--- src/rtl/nvme_rc_cpl_fifo.sv ---
// nvme_rc_cpl_fifo
//   Completion buffer between the PCIe RC completion parser and the NVMe
//   I/O-queue engine. It accepts and acks one parsed completion per cycle and
//   stores it in a DEPTH-entry FIFO. Stored completions are presented
//   first-word-fall-through on the cq_* side. A registered almost-full flag
//   (icq_wfull) is returned to the parser as AXIS backpressure.
//
//   Optional build macro: NVME_RC_CPL_ERRSTAT_EN
//     When defined, a saturating 16-bit count of error completions is kept.
//     When undefined, cq_err_cnt is tied to zero.
//
// Ports
//   user_clk, user_reset   clock, synchronous active-high reset
//   rc_ioq_*               parsed completion in (data bit 128 ignored)
//   ioq_rc_ack             completion accepted this cycle (combinational)
//   icq_wfull              registered almost-full to parser
//   cq_valid/cq_ready      head handshake towards the I/O-queue engine
//   cq_data/be/tag/status/errcode/err   head fields, zero while empty
//   cq_ovf                 sticky: a completion was dropped at full
//   cq_err_cnt             error-completion count (optional, else 0)
module nvme_rc_cpl_fifo #(
  parameter int DEPTH        = 16,
  parameter int ADDR_W       = 4,
  parameter int AFULL_MARGIN = 4
) (
  input  logic         user_clk,
  input  logic         user_reset,
  input  logic         rc_ioq_valid,
  input  logic [128:0] rc_ioq_data,
  input  logic [7:0]   rc_ioq_be,
  input  logic [7:0]   rc_ioq_tag,
  input  logic         rc_ioq_poison,
  input  logic [3:0]   rc_ioq_errcode,
  input  logic [2:0]   rc_ioq_status,
  output logic         ioq_rc_ack,
  output logic         icq_wfull,
  output logic         cq_valid,
  input  logic         cq_ready,
  output logic [127:0] cq_data,
  output logic [7:0]   cq_be,
  output logic [7:0]   cq_tag,
  output logic [2:0]   cq_status,
  output logic [3:0]   cq_errcode,
  output logic         cq_err,
  output logic         cq_ovf,
  output logic [15:0]  cq_err_cnt
);

  localparam int ENTRY_W = 152;
  localparam logic [ADDR_W:0] FILL_FULL  = (ADDR_W+1)'(DEPTH);
  localparam logic [ADDR_W:0] FILL_AFULL = (ADDR_W+1)'(DEPTH - AFULL_MARGIN);

  logic [ENTRY_W-1:0] mem [DEPTH];
  logic [ADDR_W-1:0]  wr_ptr;
  logic [ADDR_W-1:0]  rd_ptr;
  logic [ADDR_W:0]    fill;
  logic [ADDR_W:0]    next_fill;
  logic               full;
  logic               empty;
  logic               push;
  logic               pop;
  logic               icq_wfull_q;
  logic               ovf_q;
  logic [ENTRY_W-1:0] wr_entry;
  logic [ENTRY_W-1:0] head;
  logic               head_poison;
  logic               unused_data_msb;

  assign unused_data_msb = rc_ioq_data[128];

  assign full  = (fill == FILL_FULL);
  assign empty = (fill == '0);

  // Full is judged on the current fill, so a pop in the same cycle does not
  // free a slot for a push until the following cycle.
  assign push = rc_ioq_valid & ~full;
  assign pop  = ~empty & cq_ready;

  assign ioq_rc_ack = push;

  assign wr_entry = {rc_ioq_data[127:0], rc_ioq_be, rc_ioq_tag,
                     rc_ioq_poison, rc_ioq_errcode, rc_ioq_status};

  always_comb begin
    next_fill = fill;
    unique case ({push, pop})
      2'b10:   next_fill = fill + 1'b1;
      2'b01:   next_fill = fill - 1'b1;
      default: next_fill = fill;
    endcase
  end

  always_ff @(posedge user_clk) begin
    if (user_reset) begin
      wr_ptr      <= '0;
      rd_ptr      <= '0;
      fill        <= '0;
      icq_wfull_q <= 1'b0;
      ovf_q       <= 1'b0;
    end else begin
      if (push) wr_ptr <= wr_ptr + 1'b1;
      if (pop)  rd_ptr <= rd_ptr + 1'b1;
      fill        <= next_fill;
      icq_wfull_q <= (next_fill >= FILL_AFULL);
      if (rc_ioq_valid && full) ovf_q <= 1'b1;
    end
  end

  // Storage carries no reset; empty masking hides stale contents.
  always_ff @(posedge user_clk) begin
    if (push) mem[wr_ptr] <= wr_entry;
  end

  assign head = empty ? '0 : mem[rd_ptr];

  assign {cq_data, cq_be, cq_tag, head_poison, cq_errcode, cq_status} = head;

  assign cq_err    = head_poison | (|cq_status) | (|cq_errcode);
  assign cq_valid  = ~empty;
  assign icq_wfull = icq_wfull_q;
  assign cq_ovf    = ovf_q;

`ifdef NVME_RC_CPL_ERRSTAT_EN
  logic        in_err;
  logic [15:0] err_cnt_q;

  assign in_err = rc_ioq_poison | (|rc_ioq_status) | (|rc_ioq_errcode);

  always_ff @(posedge user_clk) begin
    if (user_reset) begin
      err_cnt_q <= '0;
    end else if (push && in_err && (err_cnt_q != '1)) begin
      err_cnt_q <= err_cnt_q + 16'd1;
    end
  end

  assign cq_err_cnt = err_cnt_q;
`else
  assign cq_err_cnt = '0;
`endif

endmodule

--- config.mk ---
export PLATFORM = sky130hd
export DESIGN_NAME = nvme_rc_cpl_fifo
export DESIGN_NICKNAME = d
export VERILOG_FILES = /design/src/rtl/nvme_rc_cpl_fifo.sv
export SDC_FILE = /design/constraint.sdc
export NUM_CORES = 2
export LEC_CHECK = 0
export BUFFER_PORTS_ARGS = -buffer_cell sky130_fd_sc_hd__buf_2
export CORE_ASPECT_RATIO = 1.75
export CORE_MARGIN = 3
export CORE_UTILIZATION = 61
export CTS_CLUSTER_SIZE = 28
export DETAILED_ROUTE_END_ITERATION = 12
export HOLD_SLACK_MARGIN = 0.1
export PLACE_DENSITY_LB_ADDON = 0.12
export SETUP_SLACK_MARGIN = 0.5
export SYNTH_ARGS = -nofsm -noshare
export SYNTH_HDL_FRONTEND = slang
export SYNTH_SLANG_ARGS = --single-unit
--- constraint.sdc ---
create_clock -name user_clk -period 18.6 [get_ports user_clk]
set_clock_uncertainty 0.1 [all_clocks]
set_input_delay 3.72 -clock user_clk [delete_from_list [all_inputs] [get_ports user_clk]]
set_output_delay 3.72 -clock user_clk [all_outputs]
set_load 0.02 [all_outputs]
==> metrics.txt <==
# TYPE chip_impl_metric gauge
chip_impl_metric{name="drive_above_1_share",unit="%"} 33.6
chip_impl_metric{name="firstDrtPassIters",unit=""} 5
chip_impl_metric{name="detailedRoute.firstIterationViolations",unit=""} 4119
chip_impl_metric{name="post-cts-setup-buffer-count",unit=""} 0
chip_impl_metric{name="async_flop_share",unit="%"} 0
chip_impl_metric{name="finalSetupTns",unit="ps"} 0
chip_impl_metric{name="period_share",unit="%"} 51.1
chip_impl_metric{name="dr_wl_met2",unit="mm"} 101
chip_impl_metric{name="route.antenna.remaining_nets",unit=""} 0
chip_impl_metric{name="layout.nets",unit=""} 4284
chip_impl_info{name="most_common_cell_after_layout_fill_and_taps_aside",value="sky130_fd_sc_hd__edfxtp_1"} 1
chip_impl_metric{name="syn_area",unit="um^2"} 93200
chip_impl_info{name="rsz0062_at_grt",value="no"} 1
chip_impl_info{name="clockRootBuffer",value="sky130_fd_sc_hd__clkbuf_16"} 1
chip_impl_metric{name="final.min_clock_period",unit="ps"} 9500
chip_impl_metric{name="start_util",unit="%"} 61.5
chip_impl_metric{name="die-height",unit="um"} 523
chip_impl_info{name="endpoint_type_of_the_worst_setup_path",value="output pin"} 1
chip_impl_info{name="tritoncts",value="done"} 1
chip_impl_metric{name="mean_area_per_synthesized_cell",unit="um^2"} 25.1
chip_impl_metric{name="vdd_drop_max",unit="V"} 0.000327
chip_impl_info{name="worst_setup_path_start_kind",value="register"} 1
chip_impl_metric{name="power.combinational.fraction",unit="%"} 21.5
chip_impl_metric{name="worstPathRequired",unit="ps"} 14780
chip_impl_metric{name="wl_met3",unit="mm"} 16.5
chip_impl_metric{name="drc_errors",unit=""} 0
chip_impl_metric{name="place_congestion",unit=""} 0.708
chip_impl_info{name="ys.flop_type",value="sky130_fd_sc_hd__edfxtp_1"} 1
chip_impl_metric{name="final_util",unit="%"} 68.3
chip_impl_metric{name="cap_viol_max_count",unit=""} 0
chip_impl_metric{name="die_width",unit="um"} 302
chip_impl_metric{name="worst_slew_pin_slew",unit="ps"} 1100
chip_impl_metric{name="grtUsageTotal",unit="%"} 26.2
chip_impl_metric{name="post_route_standard_cell_area_excluding_fillers",unit="um^2"} 104000
chip_impl_metric{name="p_int",unit="mW"} 9.76
chip_impl_metric{name="vias",unit=""} 41100
chip_impl_metric{name="timing.reg2reg.setup_slack",unit="ps"} 14270
chip_impl_info{name="setup.worst_path.class",value="register to output pin"} 1
chip_impl_metric{name="drt-vias-per-instance",unit=""} 6.51
chip_impl_metric{name="synth_cell_type_count",unit=""} 47
chip_impl_metric{name="insertion_delay",unit="ps"} 820
chip_impl_metric{name="worst_hold_slack",unit="ps"} 381
chip_impl_metric{name="clock_power_share",unit="%"} 31.1
chip_impl_metric{name="clock_sinks",unit=""} 2451
chip_impl_metric{name="grt_antenna_before_repair",unit=""} 58
chip_impl_metric{name="synth_edf_count",unit=""} 2432
chip_impl_metric{name="synth-seq-cells",unit=""} 2451
chip_impl_metric{name="timing.final.ws_setup",unit="ps"} 9100
chip_impl_metric{name="wl_per_cell",unit="um"} 31.8
chip_impl_metric{name="max-slew-margin-rel",unit="%"} 26.6
chip_impl_info{name="status",value="complete, no violations"} 1
chip_impl_metric{name="pwr_density_cell",unit="nW/um^2"} 128
chip_impl_metric{name="final_max_slew_viol_count",unit=""} 0
chip_impl_metric{name="netlist_instances",unit=""} 3710
chip_impl_metric{name="critical_path.max_fanout",unit=""} 47
chip_impl_metric{name="clk_pin_slew",unit="ps"} 60
chip_impl_metric{name="clock_tree.htree_level_count",unit=""} 4
chip_impl_info{name="highest_count_cells_in_the_layout_ignoring_fill_and_taps",value="2,432 x sky130_fd_sc_hd__edfxtp_1, 752 x sky130_fd_sc_hd__mux4_2, 311 x sky130_fd_sc_hd__buf_2, 215 x sky130_fd_sc_hd__clkbuf_16, 145 x sky130_fd_sc_hd__and2_1"} 1
chip_impl_metric{name="max_freq",unit="MHz"} 105
chip_impl_metric{name="yosysWarnings",unit=""} 0
chip_impl_info{name="hold_path_class",value="register to register"} 1
chip_impl_metric{name="synth_sequential_area_ratio",unit="%"} 78.7
chip_impl_metric{name="finalNonFillerCells",unit=""} 6306
chip_impl_metric{name="global_route.overflow_total",unit=""} 0
chip_impl_metric{name="grt_pass1_vias",unit=""} 44000
chip_impl_metric{name="pin_count_of_the_biggest_net_entering_global_routing",unit=""} 133
chip_impl_metric{name="cts-root-to-sink-buffers",unit=""} 4
chip_impl_metric{name="placement_rows",unit=""} 189
chip_impl_metric{name="wirelength_met1",unit="mm"} 77.7
chip_impl_metric{name="route.final.wire_length",unit="mm"} 200
chip_impl_metric{name="power_switching_share",unit="%"} 26.5
chip_impl_metric{name="power.switching",unit="mW"} 3.53
chip_impl_metric{name="first_pass_grt_wire_length",unit="mm"} 296
chip_impl_metric{name="placed_cells",unit=""} 5909
chip_impl_metric{name="postPlaceCellArea",unit="um^2"} 97100
chip_impl_metric{name="cellLeakagePower",unit="nW"} 31.8
chip_impl_metric{name="io_pins",unit=""} 329
chip_impl_metric{name="ctsResizeCount",unit=""} 0
chip_impl_metric{name="dp_hpwl",unit="mm"} 98.6
chip_impl_metric{name="seq_power_share",unit="%"} 47.5
chip_impl_metric{name="dp_worst_setup_slack",unit="ps"} 9690
chip_impl_metric{name="finalHoldViolCount",unit=""} 0
chip_impl_metric{name="postCtsHoldBufs",unit=""} 0
chip_impl_metric{name="fillerInstances",unit=""} 9225
chip_impl_metric{name="setup-violations-final",unit=""} 0
chip_impl_metric{name="cp.arrival",unit="ps"} 5680
chip_impl_metric{name="fp.coreArea",unit="um^2"} 152000
chip_impl_metric{name="floorplan.die_area",unit="um^2"} 158000
chip_impl_metric{name="totalPowerFinal",unit="mW"} 13.3
chip_impl_metric{name="io_buffer_count",unit=""} 311
chip_impl_metric{name="cts_made_buffers",unit=""} 214
chip_impl_info{name="top_layer",value="met5"} 1
chip_impl_metric{name="area_growth",unit="%"} 11.1
flip-flops by register name, summed over array words and instances, names as in the netlist, named ones only:
name	count
mem	2432
fill	5
icq_wfull	1
wr_ptr	4
cq_ovf	1
rd_ptr	4
final timing paths:
check                            from                endpoint  depth (start not counted)
setup / recovery             register             cq_data[34]                          7
hold / removal    cq_ovf$_SDFFE_PP0P_     cq_ovf$_SDFFE_PP0P_                          2
setup reg to reg   fill[1]$_SDFF_PP0_  mem[10][127]$_DFFE_PP_                          6
hold reg to reg   cq_ovf$_SDFFE_PP0P_     cq_ovf$_SDFFE_PP0P_                          2
layer usage:
metal	up-vias	global-route usage, %
li1	16800	-
met3	364	5.91
met5	-	0
met4	56	6.55
met2	1525	42.7
met1	22300	36.9
critical path, cell delays in order (launching register included):
cell and delay (ps):
sky130_fd_sc_hd__dfxtp_4 1000, sky130_fd_sc_hd__buf_4 750, sky130_fd_sc_hd__buf_4 760, sky130_fd_sc_hd__buf_4 750, sky130_fd_sc_hd__mux4_2 610, sky130_fd_sc_hd__mux4_2 470, sky130_fd_sc_hd__and2_1 210, sky130_fd_sc_hd__buf_2 170
cell families (layout without fill, tap and decap cells):
logic type | after synthesis | count (layout) | share of synthesized area (%)
flip-flops | 2451 | 2451 | 78.7
multiplexers | 764 | 764 | 18.3
AND/OR/NAND/NOR | 231 | 231 | 1.40
buffers and inverters | 219 | 770 | 1.16
AO/OA/AOI/OAI | 28 | 28 | 0.211
XOR/XNOR | 9 | 9 | 0.0846
adder cells (fa/ha/maj) | 7 | 7 | 0.0939
other | 1 | 41 | 0.00402
power by group through the flow:
stage / Combinational [mW] / Clock (mW) / Sequential, mW
2_1_floorplan: 2.03 / 0 / 6.43
3_3_place_gp: 2.90 / 0 / 6.42
3_5_place_dp: 2.91 / 0 / 6.43
4_1_cts: 2.92 / 4.22 / 6.31
5_1_grt: 3.06 / 4.41 / 6.32
6_report: 2.85 / 4.13 / 6.31
Yosys cell counts, types with 2 or more instances:
master                     count  share of area, %
sky130_fd_sc_hd__nand3_1       7             0.038
sky130_fd_sc_hd__and3_1        6             0.040
sky130_fd_sc_hd__inv_1         5             0.020
sky130_fd_sc_hd__nor2b_1       7             0.047
sky130_fd_sc_hd__nor3_1        4             0.021
sky130_fd_sc_hd__a21oi_1       2             0.011
sky130_fd_sc_hd__buf_2        55              0.30
sky130_fd_sc_hd__dfxtp_1      19              0.41
sky130_fd_sc_hd__ha_1          7             0.094
sky130_fd_sc_hd__o211ai_1      2             0.016
sky130_fd_sc_hd__buf_1        13             0.052
sky130_fd_sc_hd__mux4_2      752                18
sky130_fd_sc_hd__a22oi_1       4             0.032
sky130_fd_sc_hd__a31oi_1       3             0.020
sky130_fd_sc_hd__nand2_1      11             0.044
sky130_fd_sc_hd__mux2i_1      12              0.13
sky130_fd_sc_hd__buf_4        16              0.13
sky130_fd_sc_hd__xnor2_1       3             0.028
sky130_fd_sc_hd__buf_6        18              0.22
sky130_fd_sc_hd__o21ai_1       2             0.011
sky130_fd_sc_hd__nor4_1        2             0.013
sky130_fd_sc_hd__edfxtp_1   2432                78
sky130_fd_sc_hd__xor2_1        6             0.056
sky130_fd_sc_hd__nor2_1       40              0.16
sky130_fd_sc_hd__nand2b_1      3             0.020
sky130_fd_sc_hd__clkbuf_1    111              0.45
sky130_fd_sc_hd__o22ai_1       4             0.027
sky130_fd_sc_hd__and2_1      145              0.97
final cells by class:
class                   count  area [um^2]  area share [%]
repair buffers            392         2290            2.21
inverters                   6         27.5          0.0266
diodes                     25         62.6          0.0604
well taps                2005         2510            2.42
clock buffers             264         5570            5.38
flip-flops and latches   2451        73400            70.9
multi-input cells        1055        18900            18.2
clock inverters           108          793           0.766
Note: power is estimated with default switching activity, not from simulation.
